[src/rtl/peripheral_rxfifo_if.sv]
// rtl/peripheral_rxfifo_if.sv - J1 I/O bus and UART receive strobe bundle for the RX FIFO peripheral
interface peripheral_rxfifo_if #(
  parameter int DW = 8
);
  logic [15:0]   d_in;
  logic          cs;
  logic [3:0]    addr;
  logic          rd;
  logic          wr;
  logic [15:0]   d_out;
  logic [DW-1:0] rx_data;
  logic          rx_avail;

  modport master (
    output d_in, cs, addr, rd, wr, rx_data, rx_avail,
    input  d_out
  );

  modport slave (
    input  d_in, cs, addr, rd, wr, rx_data, rx_avail,
    output d_out
  );
endinterface

[src/rtl/peripheral_rxfifo.sv]
// rtl/peripheral_rxfifo.sv - UART receive FIFO on the J1 I/O bus with fill/overflow/underflow status
// Optional CR/LF line counter and line-ready interrupt enabled by RXFIFO_LINECNT_EN.
module peripheral_rxfifo #(
  parameter int DEPTH_LOG2 = 4,
  parameter int DW         = 8
) (
  input  logic                clk,
  input  logic                rst,
  peripheral_rxfifo_if.slave  bus,
  output logic                irq,
  output logic                full
);
  localparam int DEPTH = 2 ** DEPTH_LOG2;
  localparam logic [DEPTH_LOG2:0] DEPTH_CNT = {1'b1, {DEPTH_LOG2{1'b0}}};

  logic [DW-1:0]         mem_q [DEPTH];
  logic [DW-1:0]         mem_d [DEPTH];
  logic [DEPTH_LOG2-1:0] wr_ptr_q, wr_ptr_d;
  logic [DEPTH_LOG2-1:0] rd_ptr_q, rd_ptr_d;
  logic [DEPTH_LOG2:0]   count_q, count_d;
  logic                  ovf_q, ovf_d;
  logic                  udf_q, udf_d;
  logic                  rd_q, rd_d;
  logic [4:0]            lines_q, lines_d;

  logic          empty, rd_sel, pop_req, pop_ok, push_ok;
  logic          ctrl_wr, flush, clr_flags;
  logic [DW-1:0] head;
  logic          unused_d_in;

  assign empty     = (count_q == '0);
  assign full      = (count_q == DEPTH_CNT);
  assign head      = mem_q[rd_ptr_q];
  assign rd_sel    = bus.cs & bus.rd & (bus.addr == 4'h0);
  // Edge-detect the read strobe so a held rd pops exactly once.
  assign pop_req   = rd_sel & ~rd_q;
  assign pop_ok    = pop_req & ~empty;
  assign push_ok   = bus.rx_avail & (~full | pop_ok);
  assign ctrl_wr   = bus.cs & bus.wr & (bus.addr == 4'h8);
  assign flush     = ctrl_wr & bus.d_in[0];
  assign clr_flags = ctrl_wr & bus.d_in[1];
  assign unused_d_in = ^bus.d_in[15:2];

  always_comb begin
    mem_d    = mem_q;
    wr_ptr_d = wr_ptr_q;
    rd_ptr_d = rd_ptr_q;
    count_d  = count_q;
    ovf_d    = ovf_q;
    udf_d    = udf_q;
    lines_d  = lines_q;
    rd_d     = rd_sel;

    if (clr_flags) begin
      ovf_d = 1'b0;
      udf_d = 1'b0;
    end
    if (bus.rx_avail & full & ~pop_ok & ~flush) ovf_d = 1'b1;
    if (pop_req & empty) udf_d = 1'b1;

    if (flush) begin
      wr_ptr_d = '0;
      rd_ptr_d = '0;
      count_d  = '0;
      lines_d  = '0;
    end else begin
      if (push_ok) begin
        mem_d[wr_ptr_q] = bus.rx_data;
        wr_ptr_d        = wr_ptr_q + 1'b1;
      end
      if (pop_ok) rd_ptr_d = rd_ptr_q + 1'b1;
      case ({push_ok, pop_ok})
        2'b10:   count_d = count_q + 1'b1;
        2'b01:   count_d = count_q - 1'b1;
        default: count_d = count_q;
      endcase
`ifdef RXFIFO_LINECNT_EN
      case ({push_ok & (bus.rx_data == DW'('h0A)), pop_ok & (head == DW'('h0A))})
        2'b10:   if (lines_q != 5'd31) lines_d = lines_q + 5'd1;
        2'b01:   if (lines_q != 5'd0)  lines_d = lines_q - 5'd1;
        default: lines_d = lines_q;
      endcase
`else
      lines_d = '0;
`endif
    end
  end

  always_ff @(posedge clk or posedge rst) begin
    if (rst) begin
      for (int i = 0; i < DEPTH; i++) mem_q[i] <= '0;
      wr_ptr_q <= '0;
      rd_ptr_q <= '0;
      count_q  <= '0;
      ovf_q    <= 1'b0;
      udf_q    <= 1'b0;
      rd_q     <= 1'b0;
      lines_q  <= '0;
    end else begin
      mem_q    <= mem_d;
      wr_ptr_q <= wr_ptr_d;
      rd_ptr_q <= rd_ptr_d;
      count_q  <= count_d;
      ovf_q    <= ovf_d;
      udf_q    <= udf_d;
      rd_q     <= rd_d;
      lines_q  <= lines_d;
    end
  end

  // DATA shows the head whenever non-empty; a push into an empty FIFO is not bypassed.
  always_comb begin
    bus.d_out = 16'h0000;
    if (bus.cs) begin
      case (bus.addr)
        4'h0:    if (!empty) bus.d_out = 16'(head);
        4'h2:    bus.d_out = {11'b0, udf_q, ovf_q, lines_q != 5'd0, full, empty};
        4'h4:    bus.d_out = 16'(count_q);
        4'h6:    bus.d_out = {11'b0, lines_q};
        default: bus.d_out = 16'h0000;
      endcase
    end
  end

`ifdef RXFIFO_LINECNT_EN
  assign irq = (lines_q != 5'd0);
`else
  assign irq = ~empty;
`endif
endmodule

[src/flat_wrapper.sv]
// flat-port wrapper written by rule: the top's interface ports become plain ports
module peripheral_rxfifo_flat 
#(
  parameter int DEPTH_LOG2 = 4,
  parameter int DW         = 8
)
  (clk, rst, irq, full, bus_d_in, bus_cs, bus_addr, bus_rd, bus_wr, bus_rx_data, bus_rx_avail, bus_d_out);
  peripheral_rxfifo_if #(.DW(DW)) bus_i ();
  input  logic clk;
  input  logic rst;
  output logic irq;
  output logic full;
  input wire logic [$bits(bus_i.d_in)-1:0] bus_d_in;
  input wire logic [$bits(bus_i.cs)-1:0] bus_cs;
  input wire logic [$bits(bus_i.addr)-1:0] bus_addr;
  input wire logic [$bits(bus_i.rd)-1:0] bus_rd;
  input wire logic [$bits(bus_i.wr)-1:0] bus_wr;
  input wire logic [$bits(bus_i.rx_data)-1:0] bus_rx_data;
  input wire logic [$bits(bus_i.rx_avail)-1:0] bus_rx_avail;
  output wire logic [$bits(bus_i.d_out)-1:0] bus_d_out;
  assign bus_i.d_in = bus_d_in;
  assign bus_i.cs = bus_cs;
  assign bus_i.addr = bus_addr;
  assign bus_i.rd = bus_rd;
  assign bus_i.wr = bus_wr;
  assign bus_i.rx_data = bus_rx_data;
  assign bus_i.rx_avail = bus_rx_avail;
  assign bus_d_out = bus_i.d_out;
  peripheral_rxfifo #(.DEPTH_LOG2(DEPTH_LOG2), .DW(DW)) u_core (.clk(clk), .rst(rst), .bus(bus_i), .irq(irq), .full(full));
endmodule
[config.mk]
export PLATFORM = sky130hd
export DESIGN_NAME = peripheral_rxfifo_flat
export DESIGN_NICKNAME = d
export VERILOG_FILES = /design/src/rtl/peripheral_rxfifo_if.sv /design/src/rtl/peripheral_rxfifo.sv /design/src/flat_wrapper.sv
export SDC_FILE = /design/constraint.sdc
export NUM_CORES = 1
export LEC_CHECK = 0
export CAP_MARGIN = 0
export CORE_MARGIN = 2
export CORE_UTILIZATION = 38
export CTS_CLUSTER_DIAMETER = 80
export CTS_CLUSTER_SIZE = 12
export DETAILED_ROUTE_END_ITERATION = 8
export DONT_BUFFER_PORTS = 1
export GPL_TIMING_DRIVEN = 1
export PLACE_DENSITY = 0.55
export SKIP_LAST_GASP = 1
export SLEW_MARGIN = 40
export SYNTH_ARGS = -nofsm -noshare
export SYNTH_HDL_FRONTEND = slang
export SYNTH_SLANG_ARGS = --single-unit
[constraint.sdc]
create_clock -name clk -period 7.3 [get_ports clk]
set_input_delay 1.46 -clock clk [delete_from_list [all_inputs] [get_ports clk]]
set_output_delay 1.46 -clock clk [all_outputs]
set_load 0.01 [all_outputs]
---- Word-level counts from Yosys, hierarchy flattened ----
Cells that the tools add are included.
storage, ports and cells
  register bits after elaboration ......... 144
  bits of input ports ..................... 34
cells by class
  multiplexer cells ....................... 18
  reductions and logical operators ........ 9
  magnitude comparators ................... 3
  add/subtract/negate cells ............... 4
  equality and inequality tests ........... 6
  bitwise gates (word level) .............. 21
operator list
  kind                 number
  $bwmux 128           1
  $bmux 8 s4           1
  $demux 8 s4          1
  $mux 8               4
  $pmux 8 s3           1
  $mux 16              1
  $mux 4               4
  $and 1x1->1          13
  $ge 5x5->1 const B   2
  $not 4->5            2
  $pmux 5 s2           1
  $add 4x1->4 const B  2
  $reduce_bool 2->1    4
  $add 5x1->5 const B  1
  $eq 5x5->1 const B   1
  $logic_not 5->1      1
  $lt 5x1->1 const B   1
  $mux 5               1
  $not 1->1            5
  $sub 5x1->5 const B  1
  $eq 4x2->1 const B   1
  $eq 4x3->1 const B   1
  $eq 4x4->1 const B   1
  $logic_not 4->1      1
  7 further kinds      9

---- Depth between registers and ports, before layout ----
  word-level depth ........................ 9
  mapped depth ............................ 10

---- Least setup slack after synthesis ----
No wires, ideal clock.
  path kind ............................... input-to-output
  start point ............................. in bus_addr[3]
  end point ............................... out bus_d_out[5]
  cell stages on the path ................. 4
  buffers on the path ..................... 1
  path slack .............................. 2.978 ns
  arrival time ............................ 2.862 ns
  data required time ...................... 5.840 ns
  cell sequence ........................... or4b_4 > or3_1 > clkbuf_1 > a211oi_1
on the way
  cells in the longest elaborated chain, start to end .. 3
  elaborated cells between the ends (all ways) .. 5
  classes of those cells .................. eq/ne (2); mux (2); reduce/logical (1)
ends and longest elaborated chain
  item                                RTL line                  text
  start: declaration                  flat_wrapper.sv:15        input wire logic [$bits(bus_i.addr)-1:0] bus_addr;
  $eq 4x3->1 (tied with other cells)  peripheral_rxfifo.sv:115  case (bus.addr)
  $pmux 8 s3 *                        peripheral_rxfifo.sv:115
  $mux 16 *                           peripheral_rxfifo.sv:114  if (bus.cs) begin
  end: declaration                    flat_wrapper.sv:20        output wire logic [$bits(bus_i.d_out)-1:0] bus_d_out;
Mark *: on every way between the ends. The rest lies on a longest branch, timed or not.

---- Final worst setup path ----
  start point ............................. in bus_addr[3]
  end point ............................... out bus_d_out[7]
Same word-level chain as after synthesis.

==> reports/metrics.yaml <==
outcome:
  status: "completed"
floorplanning:
  die_area_mm2: 0.0209
  die_y_um: 145
  io_pins: 52
  rows: 51
  start_util_pct: 38.7
  core_area_mm2: 0.0194
  die_w_um: 145
hold_path:
  hp-class: "reg -> reg"
  hold_depth: 2
synthesis:
  synth_top_area_cell: "dfrtp_1"
  synth_top_area_share_pct: 48.0
  synth_seq_cells: 144
  netlist_area_mm2: 0.00750
  ys_top_cells_by_area: "dfrtp_1 (48%), mux2_2 (12%), mux4_2 (11%), mux2_4 (9.6%), nand3_4 (2.3%)"
  synth-seq-area-share_pct: 48.0
  yosysMostFrequentCell: "dfrtp_1"
  synth_common_cells: "dfrtp_1 (144), mux2_2 (81), mux2_4 (48)"
  ys_async_sr_fraction_pct: 100
  ys_types: 56
  synthesis.instances: 498
  synth_area_per_cell_um2: 15.1
  yosys_warnings: 0
  synth-edff-count: 0
  synthFlopType: "dfrtp_1"
global_route:
  grt-ovfl-total: 0
  grt_max_degree: 81
  grt_pass1_vias: 4477
  grt_usage_pct: 17.7
  antenna_found_initial: 0
  grt_pass1_wl_um: 26800
power_and_ir_drop:
  p_per_area_mw_per_mm2: 427
  vdd_drop_max_mv: 0.207
  leakage_nw: 3.58
  p_total_mw: 3.56
timing:
  rsz0062_at_grt: "no"
  slew_violations: 0
  finalSetupViolCount: 0
  slew_headroom_pct: 50.4
  setup_slack_ns: 2.74
  finalHoldViolCount: 0
  period_minus_slack_ns: 4.56
  fin_setup_tns_ns: 0
  finalCritPeriodShare_pct: 62.4
  clock_skew_ns: 0.00963
  max_freq_mhz: 219
  worst_slew_pin_slew_ns: 0.743
drt:
  wl_per_cell_um: 21.7
  dr.pass1.iters: 5
  post-route-drc-count: 0
  drt_wl_total_um: 16700
  via_count: 4138
  postRouteAntennaNets: 0
  drtIter0Drc: 228
  drt-vias-per-instance: 5.38
cells_and_area:
  multi_input_area_mm2: 0.00368
  nets: 532
  areaGrowthSynthToFinish_pct: 11.3
  fillers: 1790
  antenna_cells: 0
  layout-drive-gt1-share_pct: 46.2
  register_area_mm2: 0.00361
clock_network:
  cts_resized: 0
  cts_root_buf: "clkbuf_16"
  path_clk_slew_ns: 0.06
  cts_sinks: 144
  cts.path.max_buffers: 2
  post_cts.repair.setup_buffers: 0
  clkLatencyLatePin_ns: 0.42
  cts_buffers: 17
  htreeDepth: 4
  hold_buffers: 0
  cts_tree: "done"
worst_setup_path:
  start_kind: "input port"
  worstRegToRegCells: 9
  worst_setup_path_end_kind: "output pin"
  worstPathMaxFanout: 8
  arrival_ns: 3.10
  critPathRequiredTime_ns: 5.84
  path_class: "in -> out"
  rrSetupSlack_ns: 4.36
place:
  port_buffers: 0
  place_ws_ns: 2.72
  hpwl_um: 10700
  gp_congestion: 0.803
flow_run:
  drv_cap: 0
[worst paths after layout]
check	startpoint	endpoint
setup / recovery	bus_addr[3]	bus_d_out[7]
hold / removal	u_core.udf_q$_DFFE_PP0P_	u_core.udf_q$_DFFE_PP0P_
setup reg to reg	u_core.rd_q$_DFF_PP0_	u_core.count_q[4]$_DFFE_PP0P_
hold reg to reg	u_core.udf_q$_DFFE_PP0P_	u_core.udf_q$_DFFE_PP0P_
max in group asynchronous	rst	u_core.rd_ptr_q[0]$_DFFE_PP0P_
min in group asynchronous	rst	u_core.mem_q[51]$_DFFE_PP0P_
[per-stage QoR]
step,area (um2),hold slack (ns),std cells,utilization [%]
after floorplan,7530,0.443,505,-
after global placement,7710,0.479,737,39.7
after detailed placement,7710,0.487,737,39.8
after CTS,8350,0.501,769,43.1
after global routing,8350,0.508,769,43.1
final,8350,0.497,769,43.1
[critical path: stages]
cell and delay [ns]:
or4b_4 0.57, or3_1 0.58, a211oi_1 0.48
[cell families (layout without fill, tap and decap cells)]
family | after synthesis | after routing | share of synthesized area (%)
mux | 176 | 176 | 34.2
flops | 144 | 144 | 48.0
simple gates | 72 | 72 | 8.04
buf+inv | 51 | 50 | 3.30
compound gates | 40 | 40 | 4.42
fa+ha+maj | 7 | 7 | 1.17
xor+xnor | 7 | 7 | 0.817
other cells | 1 | 8 | 0.0500
[registers in the layout, indices dropped and copies added, names as in the netlist]
name and cells:
u_core.count_q 5, u_core.mem_q 128, u_core.rd_q 1, u_core.wr_ptr_q 4, u_core.udf_q 1, u_core.ovf_q 1, u_core.rd_ptr_q 4
[per-layer routing]
metal  wire length (um)  GRT usage, %  vias to the layer above
li1                   -             -                     1841
met1               7750          23.8                     2207
met2               8090          28.8                       72
met3                665          3.74                       18
met4                218          5.42                        0
met5                  0             0                        -
[report_power, final]
| group | internal, mW | leakage (nW) | total (mW) | switching (mW) |
|---|---|---|---|---|
| Sequential | 1.18 | 1.77 | 1.45 | 0.270 |
| Combinational | 0.739 | 1.49 | 1.18 | 0.442 |
| Clock | 0.593 | 0.311 | 0.936 | 0.344 |
| Total | 2.51 | 3.58 | 3.56 | 1.06 |
[area by class of cell]
type	instances	area share (%)
Multi-Input combinational cell	310	44.1
Sequential cell	144	43.2
Tap cell	265	3.97
Timing Repair Buffer	5	0.494
Clock buffer	20	5.47
Inverter	13	0.644
Clock inverter	12	2.17
[layout by cell type (no fill, tap or decap), types with 4 or more instances in the layout]
| master | n |
|---|---|
| nand2_1 | 8 |
| o211ai_1 | 4 |
| nor2b_1 | 7 |
| buf_4 | 4 |
| mux2i_1 | 10 |
| mux4_2 | 37 |
| mux2_4 | 48 |
| xor2_1 | 5 |
| o22ai_1 | 4 |
| bufinv_16 | 4 |
| dfrtp_1 | 143 |
| mux2_2 | 81 |
| a21oi_1 | 5 |
| a22oi_1 | 4 |
| a211oi_1 | 7 |
| ha_1 | 7 |
| clkbuf_16 | 17 |
| inv_1 | 10 |
| o21ai_0 | 4 |
| nor2_1 | 14 |
| nand4_2 | 4 |
| conb_1 | 8 |
| nand3_4 | 10 |
(Power assumes the default switching activity.)
